<file path="config.mk">
export PLATFORM = sky130hd
export DESIGN_NAME = mem_access_flat
export DESIGN_NICKNAME = d
export VERILOG_FILES = /design/src/rtl/mem_access_if.sv /design/src/rtl/mem_access.sv /design/src/flat_wrapper.sv
export SDC_FILE = /design/constraint.sdc
export NUM_CORES = 1
export LEC_CHECK = 0
export ABC_AREA = 1
export ABC_CLOCK_PERIOD_IN_PS = 1500
export BUFFER_PORTS_ARGS = -buffer_cell sky130_fd_sc_hd__buf_2
export CAP_MARGIN = 20
export CORE_MARGIN = 3
export CORE_UTILIZATION = 39
export CTS_CLUSTER_DIAMETER = 60
export DETAILED_ROUTE_END_ITERATION = 7
export GPL_TIMING_DRIVEN = 1
export PLACE_DENSITY_LB_ADDON = 0.05
export SYNTH_ARGS = -nofsm -noshare
export SYNTH_HDL_FRONTEND = slang
export SYNTH_SLANG_ARGS = --single-unit
</file>
<file path="constraint.sdc">
create_clock -name clk -period 1.5 [get_ports clk]
set_input_delay 0.075 -clock clk [delete_from_list [all_inputs] [get_ports clk]]
set_output_delay 0.075 -clock clk [all_outputs]
set_load 0.02 [all_outputs]
</file>
<file path="src/rtl/mem_access_if.sv">
// RAM request/response bus between the MEM stage and the data RAM.
// The master side issues requests; the slave side reports ready.
interface mem_access_if;
  logic        ram_en;
  logic [3:0]  ram_write_en;
  logic [31:0] ram_addr;
  logic [31:0] ram_write_data;
  logic        ram_ready;

  modport master (
    output ram_en,
    output ram_write_en,
    output ram_addr,
    output ram_write_data,
    input  ram_ready
  );

  modport slave (
    input  ram_en,
    input  ram_write_en,
    input  ram_addr,
    input  ram_write_data,
    output ram_ready
  );
endinterface

</file>
<file path="src/rtl/mem_access.sv">
// TinyMIPS MEM stage: aligned RAM request generation, ready/enable handshake
// with wait-timeout, and the MEM/WB pipeline register.
module mem_access #(
  parameter int unsigned TIMEOUT = 16
) (
  input  logic               clk,
  input  logic               rst,
  input  logic               stall_in,
  input  logic               flush,
  input  logic               mem_read_flag_in,
  input  logic               mem_write_flag_in,
  input  logic               mem_sign_ext_flag_in,
  input  logic [3:0]         mem_sel_in,
  input  logic [31:0]        mem_write_data,
  input  logic [31:0]        result_in,
  input  logic               reg_write_en_in,
  input  logic [4:0]         reg_write_addr_in,
  input  logic [31:0]        current_pc_addr_in,
  mem_access_if.master       ram,
  output logic               stall_req,
  output logic               bus_error,
  output logic               mem_read_flag_out,
  output logic               mem_write_flag_out,
  output logic               mem_sign_ext_flag_out,
  output logic [3:0]         mem_sel_out,
  output logic [31:0]        result_out,
  output logic               reg_write_en_out,
  output logic [4:0]         reg_write_addr_out,
  output logic [31:0]        current_pc_addr_out
);

  localparam logic [7:0] TO = TIMEOUT[7:0];

  typedef enum logic [0:0] {
    IDLE = 1'b0,
    WAIT = 1'b1
  } state_t;

  typedef struct packed {
    logic        rd;
    logic        wr;
    logic        sx;
    logic [3:0]  sel;
    logic [31:0] result;
    logic        we;
    logic [4:0]  waddr;
    logic [31:0] pc;
  } memwb_t;

  state_t      state_q, state_d;
  logic [7:0]  cnt_q, cnt_d;
  logic        bus_error_q, bus_error_d;
  logic        accepted_q, accepted_d;
  memwb_t      memwb_q, memwb_d;

  logic        is_word;
  logic        aligned;
  logic        access;
  logic        wait_expired;
  logic        timeout;
  logic        ram_en_c;
  logic [3:0]  ram_we_c;
  logic [31:0] ram_addr_c;
  logic [31:0] ram_wdata_c;
  logic        stall_c;
  memwb_t      memwb_in;

  // Request side; everything is gated by rst so the bus is quiet in reset.
  always_comb begin
    is_word      = (mem_sel_in == 4'b1111);
    aligned      = is_word ? (result_in[1:0] == 2'b00) : 1'b1;
    // accepted_q masks a request the RAM already took while stall_in held MEM/WB.
    access       = rst & (mem_read_flag_in | mem_write_flag_in) & aligned
                   & ~flush & ~accepted_q;
    wait_expired = (state_q == WAIT) && (cnt_q == TO);
    stall_c      = access & ~ram.ram_ready & ~wait_expired;
    timeout      = access & ~ram.ram_ready & wait_expired;

    ram_en_c    = access;
    ram_addr_c  = rst ? {result_in[31:2], 2'b00} : '0;
    ram_we_c    = '0;
    ram_wdata_c = '0;
    if (access && mem_write_flag_in) begin
      if (is_word) begin
        ram_we_c    = 4'b1111;
        ram_wdata_c = mem_write_data;
      end else begin
        ram_we_c    = 4'b0001 << result_in[1:0];
        ram_wdata_c = {4{mem_write_data[7:0]}};
      end
    end
  end

  assign ram.ram_en         = ram_en_c;
  assign ram.ram_write_en   = ram_we_c;
  assign ram.ram_addr       = ram_addr_c;
  assign ram.ram_write_data = ram_wdata_c;
  assign stall_req          = stall_c;

  always_comb begin
    memwb_in = '{rd:     mem_read_flag_in,
                 wr:     mem_write_flag_in,
                 sx:     mem_sign_ext_flag_in,
                 sel:    mem_sel_in,
                 result: result_in,
                 we:     reg_write_en_in,
                 waddr:  reg_write_addr_in,
                 pc:     current_pc_addr_in};

    state_d     = state_q;
    cnt_d       = cnt_q;
    bus_error_d = 1'b0;

    unique case (state_q)
      IDLE: begin
        if (access && !ram.ram_ready) begin
          state_d = WAIT;
          cnt_d   = 8'd1;
        end
      end
      WAIT: begin
        if (!access || ram.ram_ready) begin
          state_d = IDLE;
          cnt_d   = '0;
        end else if (cnt_q == TO) begin
          state_d     = IDLE;
          cnt_d       = '0;
          bus_error_d = 1'b1;
        end else begin
          cnt_d = cnt_q + 8'd1;
        end
      end
      default: begin
        state_d = IDLE;
        cnt_d   = '0;
      end
    endcase

    if (flush) begin
      accepted_d = 1'b0;
    end else if (stall_in) begin
      accepted_d = accepted_q | (ram_en_c & ram.ram_ready);
    end else begin
      accepted_d = 1'b0;
    end

    if (flush) begin
      memwb_d = '0;
    end else if (stall_in) begin
      memwb_d = memwb_q;
    end else if (stall_c) begin
      memwb_d = '0;
    end else if (timeout) begin
      memwb_d    = memwb_in;
      memwb_d.we = 1'b0;
    end else begin
      memwb_d = memwb_in;
    end
  end

  always_ff @(posedge clk or negedge rst) begin
    if (!rst) begin
      state_q     <= IDLE;
      cnt_q       <= '0;
      bus_error_q <= 1'b0;
      accepted_q  <= 1'b0;
      memwb_q     <= '0;
    end else begin
      state_q     <= state_d;
      cnt_q       <= cnt_d;
      bus_error_q <= bus_error_d;
      accepted_q  <= accepted_d;
      memwb_q     <= memwb_d;
    end
  end

  assign bus_error             = bus_error_q;
  assign mem_read_flag_out     = memwb_q.rd;
  assign mem_write_flag_out    = memwb_q.wr;
  assign mem_sign_ext_flag_out = memwb_q.sx;
  assign mem_sel_out           = memwb_q.sel;
  assign result_out            = memwb_q.result;
  assign reg_write_en_out      = memwb_q.we;
  assign reg_write_addr_out    = memwb_q.waddr;
  assign current_pc_addr_out   = memwb_q.pc;

endmodule

</file>
<file path="src/flat_wrapper.sv">
// flat-port wrapper written by rule: the top's interface ports become plain ports
module mem_access_flat 
#(
  parameter int unsigned TIMEOUT = 16
)
  (clk, rst, stall_in, flush, mem_read_flag_in, mem_write_flag_in, mem_sign_ext_flag_in, mem_sel_in, mem_write_data, result_in, reg_write_en_in, reg_write_addr_in, current_pc_addr_in, stall_req, bus_error, mem_read_flag_out, mem_write_flag_out, mem_sign_ext_flag_out, mem_sel_out, result_out, reg_write_en_out, reg_write_addr_out, current_pc_addr_out, ram_ram_en, ram_ram_write_en, ram_ram_addr, ram_ram_write_data, ram_ram_ready);
  mem_access_if ram_i ();
  input  logic clk;
  input  logic rst;
  input  logic stall_in;
  input  logic flush;
  input  logic mem_read_flag_in;
  input  logic mem_write_flag_in;
  input  logic mem_sign_ext_flag_in;
  input  logic [3:0] mem_sel_in;
  input  logic [31:0] mem_write_data;
  input  logic [31:0] result_in;
  input  logic reg_write_en_in;
  input  logic [4:0] reg_write_addr_in;
  input  logic [31:0] current_pc_addr_in;
  output logic stall_req;
  output logic bus_error;
  output logic mem_read_flag_out;
  output logic mem_write_flag_out;
  output logic mem_sign_ext_flag_out;
  output logic [3:0] mem_sel_out;
  output logic [31:0] result_out;
  output logic reg_write_en_out;
  output logic [4:0] reg_write_addr_out;
  output logic [31:0] current_pc_addr_out;
  output wire logic [$bits(ram_i.ram_en)-1:0] ram_ram_en;
  output wire logic [$bits(ram_i.ram_write_en)-1:0] ram_ram_write_en;
  output wire logic [$bits(ram_i.ram_addr)-1:0] ram_ram_addr;
  output wire logic [$bits(ram_i.ram_write_data)-1:0] ram_ram_write_data;
  input wire logic [$bits(ram_i.ram_ready)-1:0] ram_ram_ready;
  assign ram_ram_en = ram_i.ram_en;
  assign ram_ram_write_en = ram_i.ram_write_en;
  assign ram_ram_addr = ram_i.ram_addr;
  assign ram_ram_write_data = ram_i.ram_write_data;
  assign ram_i.ram_ready = ram_ram_ready;
  mem_access #(.TIMEOUT(TIMEOUT)) u_core (.clk(clk), .rst(rst), .stall_in(stall_in), .flush(flush), .mem_read_flag_in(mem_read_flag_in), .mem_write_flag_in(mem_write_flag_in), .mem_sign_ext_flag_in(mem_sign_ext_flag_in), .mem_sel_in(mem_sel_in), .mem_write_data(mem_write_data), .result_in(result_in), .reg_write_en_in(reg_write_en_in), .reg_write_addr_in(reg_write_addr_in), .current_pc_addr_in(current_pc_addr_in), .ram(ram_i), .stall_req(stall_req), .bus_error(bus_error), .mem_read_flag_out(mem_read_flag_out), .mem_write_flag_out(mem_write_flag_out), .mem_sign_ext_flag_out(mem_sign_ext_flag_out), .mem_sel_out(mem_sel_out), .result_out(result_out), .reg_write_en_out(reg_write_en_out), .reg_write_addr_out(reg_write_addr_out), .current_pc_addr_out(current_pc_addr_out));
endmodule
</file>
==> flow_summary.ini, run 1 <==
[global_route]
grtUsageTotal_pct = 24.73
antenna_found_initial = 0
grt_max_degree = 119
grt_pass1_wl_microns = 25280
grt_pass1_vias = 5210
grt_overflow = 0

[drt]
wl_per_cell_microns = 14.52
vias_per_cell = 4.796
dr_wl_met3_microns = 1304
drtPass1Iterations = 7
ant_nets = 0
top_layer_used = met4
drcViolationCount = 0
drtIter0Drc = 425
vias = 5156
wl_met1_microns = 5903
dr_wl_met2_microns = 7933
finalWirelength_microns = 15610

[min_path]
hold_class = in2async

[sta]
fin_crit_ns = 1.805
fmax_mhz = 554.1
period_share_pct = 120.3
drv_slew = 0
rsz0062_at_grt = true
skew_ns = 0.008707
max_slew_margin_pct = 62.09
hold_ws_ns = -0.1978
tns_ns = -16.96
tightest_slew_ns = 0.5686
setup_viol = 114
final_hold_viol_count = 88
fin_ws_ns = -0.3049

[power_and_ir_drop]
pwr-share-comb_pct = 25.7
power.switching_mw = 1.806
power.total_mw = 5.736
ir_worst_vdd_uv = 608.9
leakage_nw = 4.498
p_clk_share_pct = 29.5
p_int_mw = 3.930
powerDensity_nw_per_um2 = 762.8
p_sw_share_pct = 31.48
pwr-share-seq_pct = 44.8

[cells_and_area]
layout_common_cells = buf_2, nand2_1, dfrtp_1
fillers = 825
nNetsFinal = 1050
layout_commonest_cell = buf_2
drive_gt1_share_pct = 38.13
stdcell_area_sq_um = 7520
num_antenna_cells = 0
area_growth_pct = 74.15

[placed_design]
place_hpwl_microns = 9643
dpl_cell_area_sq_um = 5923
port_buffers = 259
gp_congestion = 0.8124
dpl_worst_slack_ns = -0.1197

[clock_network]
cts.clk_slew.worst_paths_ns = 0.09
cts_tree = done
clk_latency_ns = 0.36
clock-sinks = 88
clockBufferDepth = 2
cts_root_buf = clkbuf_8
htreeDepth = 3
ctsHoldBuffers = 76
numCtsBuffers = 9

[synthesis]
synthSimpleGateAreaFrac_pct = 34.57
synth_fa_ha_area_share_pct = 0.5795
synthesis.area_sq_um = 4318
synth.distinct_cells = 23
syn_avg_cell_area_sq_um = 7.356
ys_seq_area_share_pct = 51.00
synth_top_family_by_area = simple AND/OR/NAND/NOR gates
yosysWarningCount = 0
synth-compound-area-share_pct = 3.593
synth_xor_area_share_pct = 0.8114
synth-seq-cells = 88
synthMuxAreaShare_pct = 0
synthCells = 587

[floorplan]
dieArea_sq_um = 12370
core.rowCount = 37
start_util_pct = 40.91
die_h_microns = 111.2
io_pins = 262
die_x_microns = 111.2
core_region_area_sq_um = 10560

[flow_run]
drv_cap = 0

[critical_path]
endpoint_kind = output port
crit_path_start_kind = flop
critPathArrivalTime_ns = 1.73
critical_path_required_ns = 1.42
worstPathMaxFanout = 18
crit_type = reg2out

[outcome]
outcome = finished, violations left
violations = hold timing, setup timing
==> Yosys cell counts, drive strengths merged <==
| library cell | count | share of area (%) |
|---|---|---|
| nand2 | 215 | 19 |
| nand3 | 89 | 10 |
| dfrtp | 88 | 51 |
| inv | 62 | 5.4 |
| nor2 | 54 | 4.9 |
| a21oi | 28 | 3.2 |
| clkbuf | 22 | 1.9 |
| buf | 14 | 2.0 |
| xor2 | 4 | 0.81 |
| o21ai | 3 | 0.35 |
| ha | 2 | 0.58 |
| nor3 | 2 | 0.23 |
| clkinv | 1 | 0.087 |
| conb | 1 | 0.087 |
| nand4 | 1 | 0.14 |
| nor4 | 1 | 0.14 |
==> worst paths after layout <==
kind                                 startpoint                             end  slack, ns  cells after the start
max                           u_core.accepted_q          ram_ram_write_data[15]      -0.30                      7
min                                         rst                 u_core.cnt_q[7]      -0.20                      2
max reg2reg                   u_core.accepted_q  u_core.current_pc_addr_out[21]      -0.21                      9
min reg2reg                u_core.result_out[4]            u_core.result_out[4]       0.48                      2
max in group asynchronous                   rst    u_core.reg_write_addr_out[1]       1.29                      2
min in group clk                  ram_ram_ready               u_core.accepted_q       0.02                      3
==> flip-flops by register name (all words and copies together), names as in the netlist <==
signal / flops
u_core.result_out: 32
u_core.state_q: 1
u_core.reg_write_en_out: 1
u_core.current_pc_addr_out: 32
u_core.mem_sign_ext_flag_out: 1
u_core.accepted_q: 1
u_core.mem_sel_out: 4
u_core.mem_write_flag_out: 1
u_core.mem_read_flag_out: 1
u_core.reg_write_addr_out: 5
u_core.bus_error: 1
u_core.cnt_q: 8
==> through the flow <==
| stage | hold WS (ns) | utilization (%) | cells |
|---|---|---|---|
| after floorplan | -0.2206 | - | 588 |
| after global placement | 0.2157 | 56.12 | 968 |
| after detailed placement | 0.2294 | 56.12 | 968 |
| after CTS | -0.1810 | 68.58 | 1070 |
| after global routing | -0.1681 | 71.24 | 1075 |
| final | -0.1978 | 71.24 | 1075 |
==> what timing repair did <==
| action | in CTS | in global routing |
|---|---|---|
| gates resized for setup | 64 | 54 |
| hold endpoints to repair | 164 | 88 |
| endpoints found under the setup margin | 111 | 124 |
| gates cloned | 4 | 3 |
| pin swaps | 4 | 4 |
| setup buffers | 6 | 2 |
==> cell families (layout without fill, tap and decap cells) <==
kind of cell               Yosys count  after routing
and+or+nand+nor                    362            362
buffers and inverters               99            450
DFF                                 88             88
AOI/OAI and AO/OA                   31             31
xor gates and xnor gates             4              4
adders and majority gates            2              2
other                                1              2
==> power by group through the flow <==
| stage | combinational, mW | clock, mW | sequential [mW] |
|---|---|---|---|
| 4_1_cts | 1.39 | 1.75 | 2.57 |
| 5_1_grt | 1.61 | 1.85 | 2.59 |
| 3_3_place_gp | 1.13 | 0 | 2.61 |
| 3_5_place_dp | 1.15 | 0 | 2.61 |
| 2_1_floorplan | 0.454 | 0 | 2.77 |
| 6_report | 1.48 | 1.69 | 2.57 |
==> area by class of cell <==
cell class	count	area (sq um)	share of cell area [%]
flip-flops and latches	88	2202	29.28
clock buffers	9	123.9	1.647
clock inverters	7	77.57	1.032
well taps	136	170.2	2.263
repair buffers	371	2751	36.59
multi-input cells	401	1958	26.04
inverters	63	236.5	3.145
==> worst max-delay path, cell delays in order, from the launching register on <==
cell and delay (ns):
dfrtp_1 0.40, nor2_2 0.11, nand3_2 0.12, nor2_4 0.17, nand2_4 0.11, buf_12 0.17, nor2_2 0.13, buf_4 0.16
==> metal layers <==
metal  up-vias  track usage, %
met3        40           6.714
met4         0           9.732
met5         -               0
met2       227           43.79
li1       2497               -
met1      2392           28.24
(Power assumes the default switching activity.)
==> inputs of run 2 (changes only) <==
Settings changed: CORE_UTILIZATION 39 to 40, CTS_BUF_LIST from default to sky130_fd_sc_hd__clkbuf_4.
==> run 2 against run 1 <==
Compared with the run above:
- the run still ends with hold timing, setup timing left
- clock power down 18%
- worst setup slack lost 0.043 ns
- global-route usage about the same
- via count up 0.56%
- critical path depth increased by 2
- clock-buffer cell count grew 1
- register-to-register slack better by 0.04 ns
- hold slack got worse by 0.085 ns
- critical endpoint is now stall_req
- highest routed layer unchanged
==> flow_summary.ini, run 2 (synthesized netlist as in run 1, its figures left out) <==
[cells_and_area]
fillers = 832
drive_gt1_share_pct = 37.37
layout_commonest_cell = buf_2
stdcell_area_sq_um = 7333
layout_common_cells = buf_2, nand2_1, dfrtp_1
area_growth_pct = 69.83
num_antenna_cells = 0
final_cells = 1078
nNetsFinal = 1053

[critical_path]
worstPathMaxFanout = 2
path_delay_family = simple AND/OR/NAND/NOR gates
path_depth = 9
path_buf_inv = 4
critPathMaxStageDelay_ns = 0.42
critPathArrivalTime_ns = 1.77
worstPathCellList = inv_2 -> ha_1 -> nand2_1 -> nor2_2 -> nand3_2 -> nand3_2 -> buf_6 -> inv_1 -> buf_4
crit_path_start_kind = flop
r2r_cells = 10
crit_slowest_cell = dfrtp_1
critPathMostFrequentCell = nand3_2
crit_type = reg2out
endpoint_kind = output port
critical_path_required_ns = 1.42

[drt]
vias_per_cell = 4.810
wl_per_cell_microns = 14.54
drcViolationCount = 0
drtPass1Iterations = 5
vias = 5185
finalWirelength_microns = 15670
ant_nets = 0
drtIter0Drc = 312

[floorplan]
core_region_area_sq_um = 10420
dieArea_sq_um = 12080
die_x_microns = 109.9
start_util_pct = 41.45
die_h_microns = 109.9
core.rowCount = 37
io_pins = 262

[placed_design]
dpl_cell_area_sq_um = 5941
place_hpwl_microns = 10010
port_buffers = 259
gp_congestion = 0.7743
dpl_worst_slack_ns = -0.1318
dp.cells = 972

[clock_network]
numCtsBuffers = 9
cts_root_buf = clkbuf_4
ctsHoldBuffers = 80
cts.clk_slew.worst_paths_ns = 0.14
clk_latency_ns = 0.44
clock-sinks = 88
cts_tree = done
clockBufferDepth = 2
htreeDepth = 3

[power_and_ir_drop]
powerDensity_nw_per_um2 = 734.0
ir_worst_vdd_uv = 392.0
leakage_nw = 4.431

[min_path]
hold_class = in2async

[sta]
tns_ns = -20.83
skew_ns = 0.02651
hold_ws_ns = -0.2828
rsz0062_at_grt = true
tightest_slew_ns = 0.5708
drv_slew = 0
fin_crit_ns = 1.848
max_slew_margin_pct = 61.95
setup_viol = 109
final_hold_viol_count = 88
fmax_mhz = 541.1
fin_ws_ns = -0.3481
period_share_pct = 123.2

[flow_run]
drv_cap = 0

[global_route]
grt_max_degree = 119
grt_overflow = 0
grtUsageTotal_pct = 24.75
grt_pass1_wl_microns = 23480
antenna_found_initial = 0
grt_pass1_vias = 5017

[outcome]
violations = hold timing, setup timing
outcome = finished, violations left
-- run 2: worst paths after layout --
path | endpoint | start | slack, ns
worst max-delay path | stall_req | u_core.cnt_q[0] | -0.35
worst max register to register | u_core.result_out[16] | u_core.accepted_q | -0.17
min in group clk | u_core.result_out[1] | flush | 0.14
worst min register to register | u_core.current_pc_addr_out[2] | u_core.current_pc_addr_out[2] | 0.49
max in group asynchronous | u_core.cnt_q[4] | rst | 1.36
worst min-delay path | u_core.bus_error | rst | -0.28
-- run 2: per-stage QoR --
stage / hold slack [ns] / total power [mW] / utilization (%)
2_1_floorplan: -0.2206 / 3.221 / -
3_5_place_dp: 0.2162 / 3.755 / 57.03
3_3_place_gp: 0.2122 / 3.733 / 57.03
5_1_grt: -0.2842 / 5.673 / 70.40
6_report: -0.2828 / 5.383 / 70.40
4_1_cts: -0.2840 / 5.372 / 68.92
-- run 2: repair_timing --
action,in CTS,in global routing
hold endpoints to repair,166,88
gates resized for setup,74,41
endpoints found under the setup margin,118,125
setup buffers,5,4
gates cloned,1,1
pin swaps,5,1
-- run 2: area by class of cell --
| cell class | count | area (sq um) | share of cell area, % |
|---|---|---|---|
| Tap cell | 136 | 170.2 | 2.320 |
| Timing Repair Buffer | 374 | 2698 | 36.79 |
| Sequential cell | 88 | 2202 | 30.03 |
| Clock inverter | 6 | 66.31 | 0.9043 |
| Multi-Input combinational cell | 401 | 1886 | 25.71 |
| Clock buffer | 10 | 75.07 | 1.024 |
| Inverter | 63 | 236.5 | 3.225 |
-- run 2: worst reg2reg max path, delay by kind of cell (launching register included) --
| family | cells | cell delay, ns |
|---|---|---|
| and+or+nand+nor | 6 | 0.59 |
| buffers and inverters | 4 | 0.56 |
| DFF | 1 | 0.41 |
-- run 2: power by group --
part           switching, mW  internal (mW)
clock network          0.840          0.537
registers             0.0721           2.50
logic                  0.816          0.616
-- run 2: per-layer routing --
metal	vias up	GRT usage (%)	routed length, microns
met4	0	10.15	595
li1	2504	-	-
met1	2429	27.96	5883
met5	-	0	0
met3	52	7.281	1176
met2	200	43.46	8014
==> inputs of run 3 (changes only) <==
Settings changed: ABC_AREA 1 to 0, CORE_UTILIZATION 40 to 42, GPL_TIMING_DRIVEN 1 to 0, SKIP_CTS_REPAIR_TIMING from default to 1.
==> run 3 against run 2 <==
Compared with the run above:
- clock skew decreased by 0.0067 ns
- fmax decreased by 6.4%
- area after synthesis up 12%
- power grew 5.8%
- sequential power about the same
- hold slack better by 0.30 ns
- sequential share of layout area fell by 5.4 points
- the run ends with setup timing left
==> flow_summary.ini, run 3 <==
[synthesis]
synthesis.area_sq_um = 4851
synth_top_area_cell = dfrtp_1
synth.distinct_cells = 38
yosysMostFrequentCell = nand2_1
synth-seq-cells = 88
yosysTopAreaCellShare_pct = 45.40
synthFlopType = dfrtp_1
synth.area.top_cells = dfrtp_1, o41ai_2, nand2_1, o41ai_1, inv_1
yosysWarningCount = 0
synthArstFlopShare_pct = 100.0
synthCells = 532
synth_edf_count = 0
synth.top_cells.by_count = nand2_1, dfrtp_1, inv_1
syn_avg_cell_area_sq_um = 9.118
ys_seq_area_share_pct = 45.40

[sta]
tightest_slew_ns = 1.017
max_slew_margin_pct = 32.20
rsz0062_at_grt = true
setup_viol = 122
drv_slew = 0
hold_ws_ns = 0.02145
final_hold_viol_count = 0
tns_ns = -46.87
skew_ns = 0.01981
fin_ws_ns = -0.4750
fin_crit_ns = 1.975
period_share_pct = 131.7
fmax_mhz = 506.3

[critical_path]
cp-startpoint = u_core.accepted_q
critPathArrivalTime_ns = 1.90
critPathMaxStageDelay_ns = 0.43
path_depth = 6
r2r-start = u_core.cnt_q[7]
crit_type = reg2out
crit_end = ram_ram_write_data[24]
r2r_cells = 7
worstPathCellList = nor3b_4 -> o221a_4 -> nand2_8 -> buf_12 -> a21oi_2 -> buf_4
crit_slowest_cell = dfrtp_1
critical_path_required_ns = 1.42
r2r_slack_ns = -0.46
path_delay_family = flip-flops
path_buf_inv = 2
worstPathMaxFanout = 10
r2r-end = u_core.current_pc_addr_out[18]
endpoint_kind = output port
crit_path_start_kind = flop

[power_and_ir_drop]
leakage_nw = 4.782
ir_worst_vdd_uv = 562.2
powerDensity_nw_per_um2 = 637.1
power.total_mw = 5.693

[clock_network]
clock-sinks = 88
clockBufferDepth = 2
htreeDepth = 3
cts_tree = done
cts.clk_slew.worst_paths_ns = 0.14
numCtsBuffers = 9
clk_latency_ns = 0.43
cts_root_buf = clkbuf_4

[cells_and_area]
drive_gt1_share_pct = 46.77
layout_common_cells = buf_2, nand2_1, dfrtp_1
fillers = 659
layout_commonest_cell = buf_2
nNetsFinal = 1025
num_antenna_cells = 0
area_growth_pct = 84.21

[drt]
ant_nets = 0
vias_per_cell = 5.339
finalWirelength_microns = 19360
drtPass1Iterations = 4
drcViolationCount = 0
wl_per_cell_microns = 18.39
vias = 5622
drtIter0Drc = 284

[global_route]
grt_pass1_vias = 5020
grtUsageTotal_pct = 24.69
grt_overflow = 0
antenna_found_initial = 0
grt_max_degree = 60
grt_pass1_wl_microns = 25510

[flow_run]
drv_cap = 0

[placed_design]
port_buffers = 257
place_hpwl_microns = 12680
gp_congestion = 0.8522

[floorplan]
die_x_microns = 113.5
die_h_microns = 113.5
io_pins = 262
start_util_pct = 43.79
core_region_area_sq_um = 11080
core.rowCount = 38
dieArea_sq_um = 12880

[outcome]
violations = setup timing
outcome = finished, violations left

[min_path]
hold_class = in2reg
## run 3: cell count changes in the layout (fill, tap and decap cells not counted), moves of 17 or more
cell / previous run / this run
o41ai_4: 0 / 35
and2_1: 0 / 30
clkbuf_1: 0 / 28
nand2_1: 212 / 114
nand3_1: 86 / 7
inv_1: 59 / 85
nor2_2: 19 / 0
a21oi_1: 28 / 11
a21oi_4: 0 / 17
nor2_1: 23 / 5
o41ai_2: 0 / 39
## run 3: final cells by class
class	instances	area, sq um	share of cell area [%]
clock inverter	5	48.80	0.5461
tap	140	175.2	1.960
timing repair buffer	366	2666	29.84
clock buffer	10	75.07	0.8401
inverter	85	319.1	3.570
buffer	47	350.3	3.920
sequential	88	2202	24.64
multi-input combinational	312	3099	34.68
## run 3: worst register-to-register path: stages (launching register included)
cell and delay, ns:
dfrtp_1 0.47, nor4b_4 0.35, and3_4 0.27, a21oi_4 0.08, buf_6 0.16, buf_12 0.15
buf_12 0.16, o41ai_4 0.21
## run 3: metal layers
layer / routed length (microns) / GRT usage, %
met5: 0 / 0
met4: 767 / 9.696
met3: 1248 / 5.146
met2: 10150 / 43.15
met1: 7202 / 29.76
## run 3: stage by stage
stage | setup WS, ns | util, % | std cells | cell area (sq um)
after floorplan | -0.06935 | - | 533 | 5081
after global placement | -1.807 | 59.06 | 930 | 6543
after detailed placement | -0.8693 | 59.33 | 931 | 6573
after CTS | -0.8721 | 60.45 | 946 | 6696
after global routing | -0.5827 | 80.66 | 1053 | 8936
final | -0.4750 | 80.66 | 1053 | 8936
## run 3: worst min-delay path by stage
stage | cells after the start | startpoint | endpoint
floorplan | 0 | rst | u_core.accepted_q
global placement | 3 | reg_write_addr_in[4] | u_core.reg_write_addr_out[4]
detailed placement | 1 | rst | u_core.current_pc_addr_out[30]
CTS | 1 | rst | u_core.current_pc_addr_out[30]
global route | 3 | result_in[0] | u_core.result_out[0]
finish | 3 | result_in[0] | u_core.result_out[0]
## run 3: cell families after synthesis
group | synth area share [%]
DFF | 45.40
AOI/OAI and AO/OA | 24.45
buffers and inverters | 11.32
and+or+nand+nor | 18.06
xor gates and xnor gates | 0.1806
other | 0.07731
adders and majority gates | 0.5158
## run 3: report_power, final
group | internal [mW] | total, mW | leakage (nW) | switching, mW
Combinational | 0.784 | 1.82 | 3.53 | 1.03
Sequential | 2.50 | 2.58 | 1.18 | 0.0799
Clock | 0.507 | 1.30 | 0.0734 | 0.791
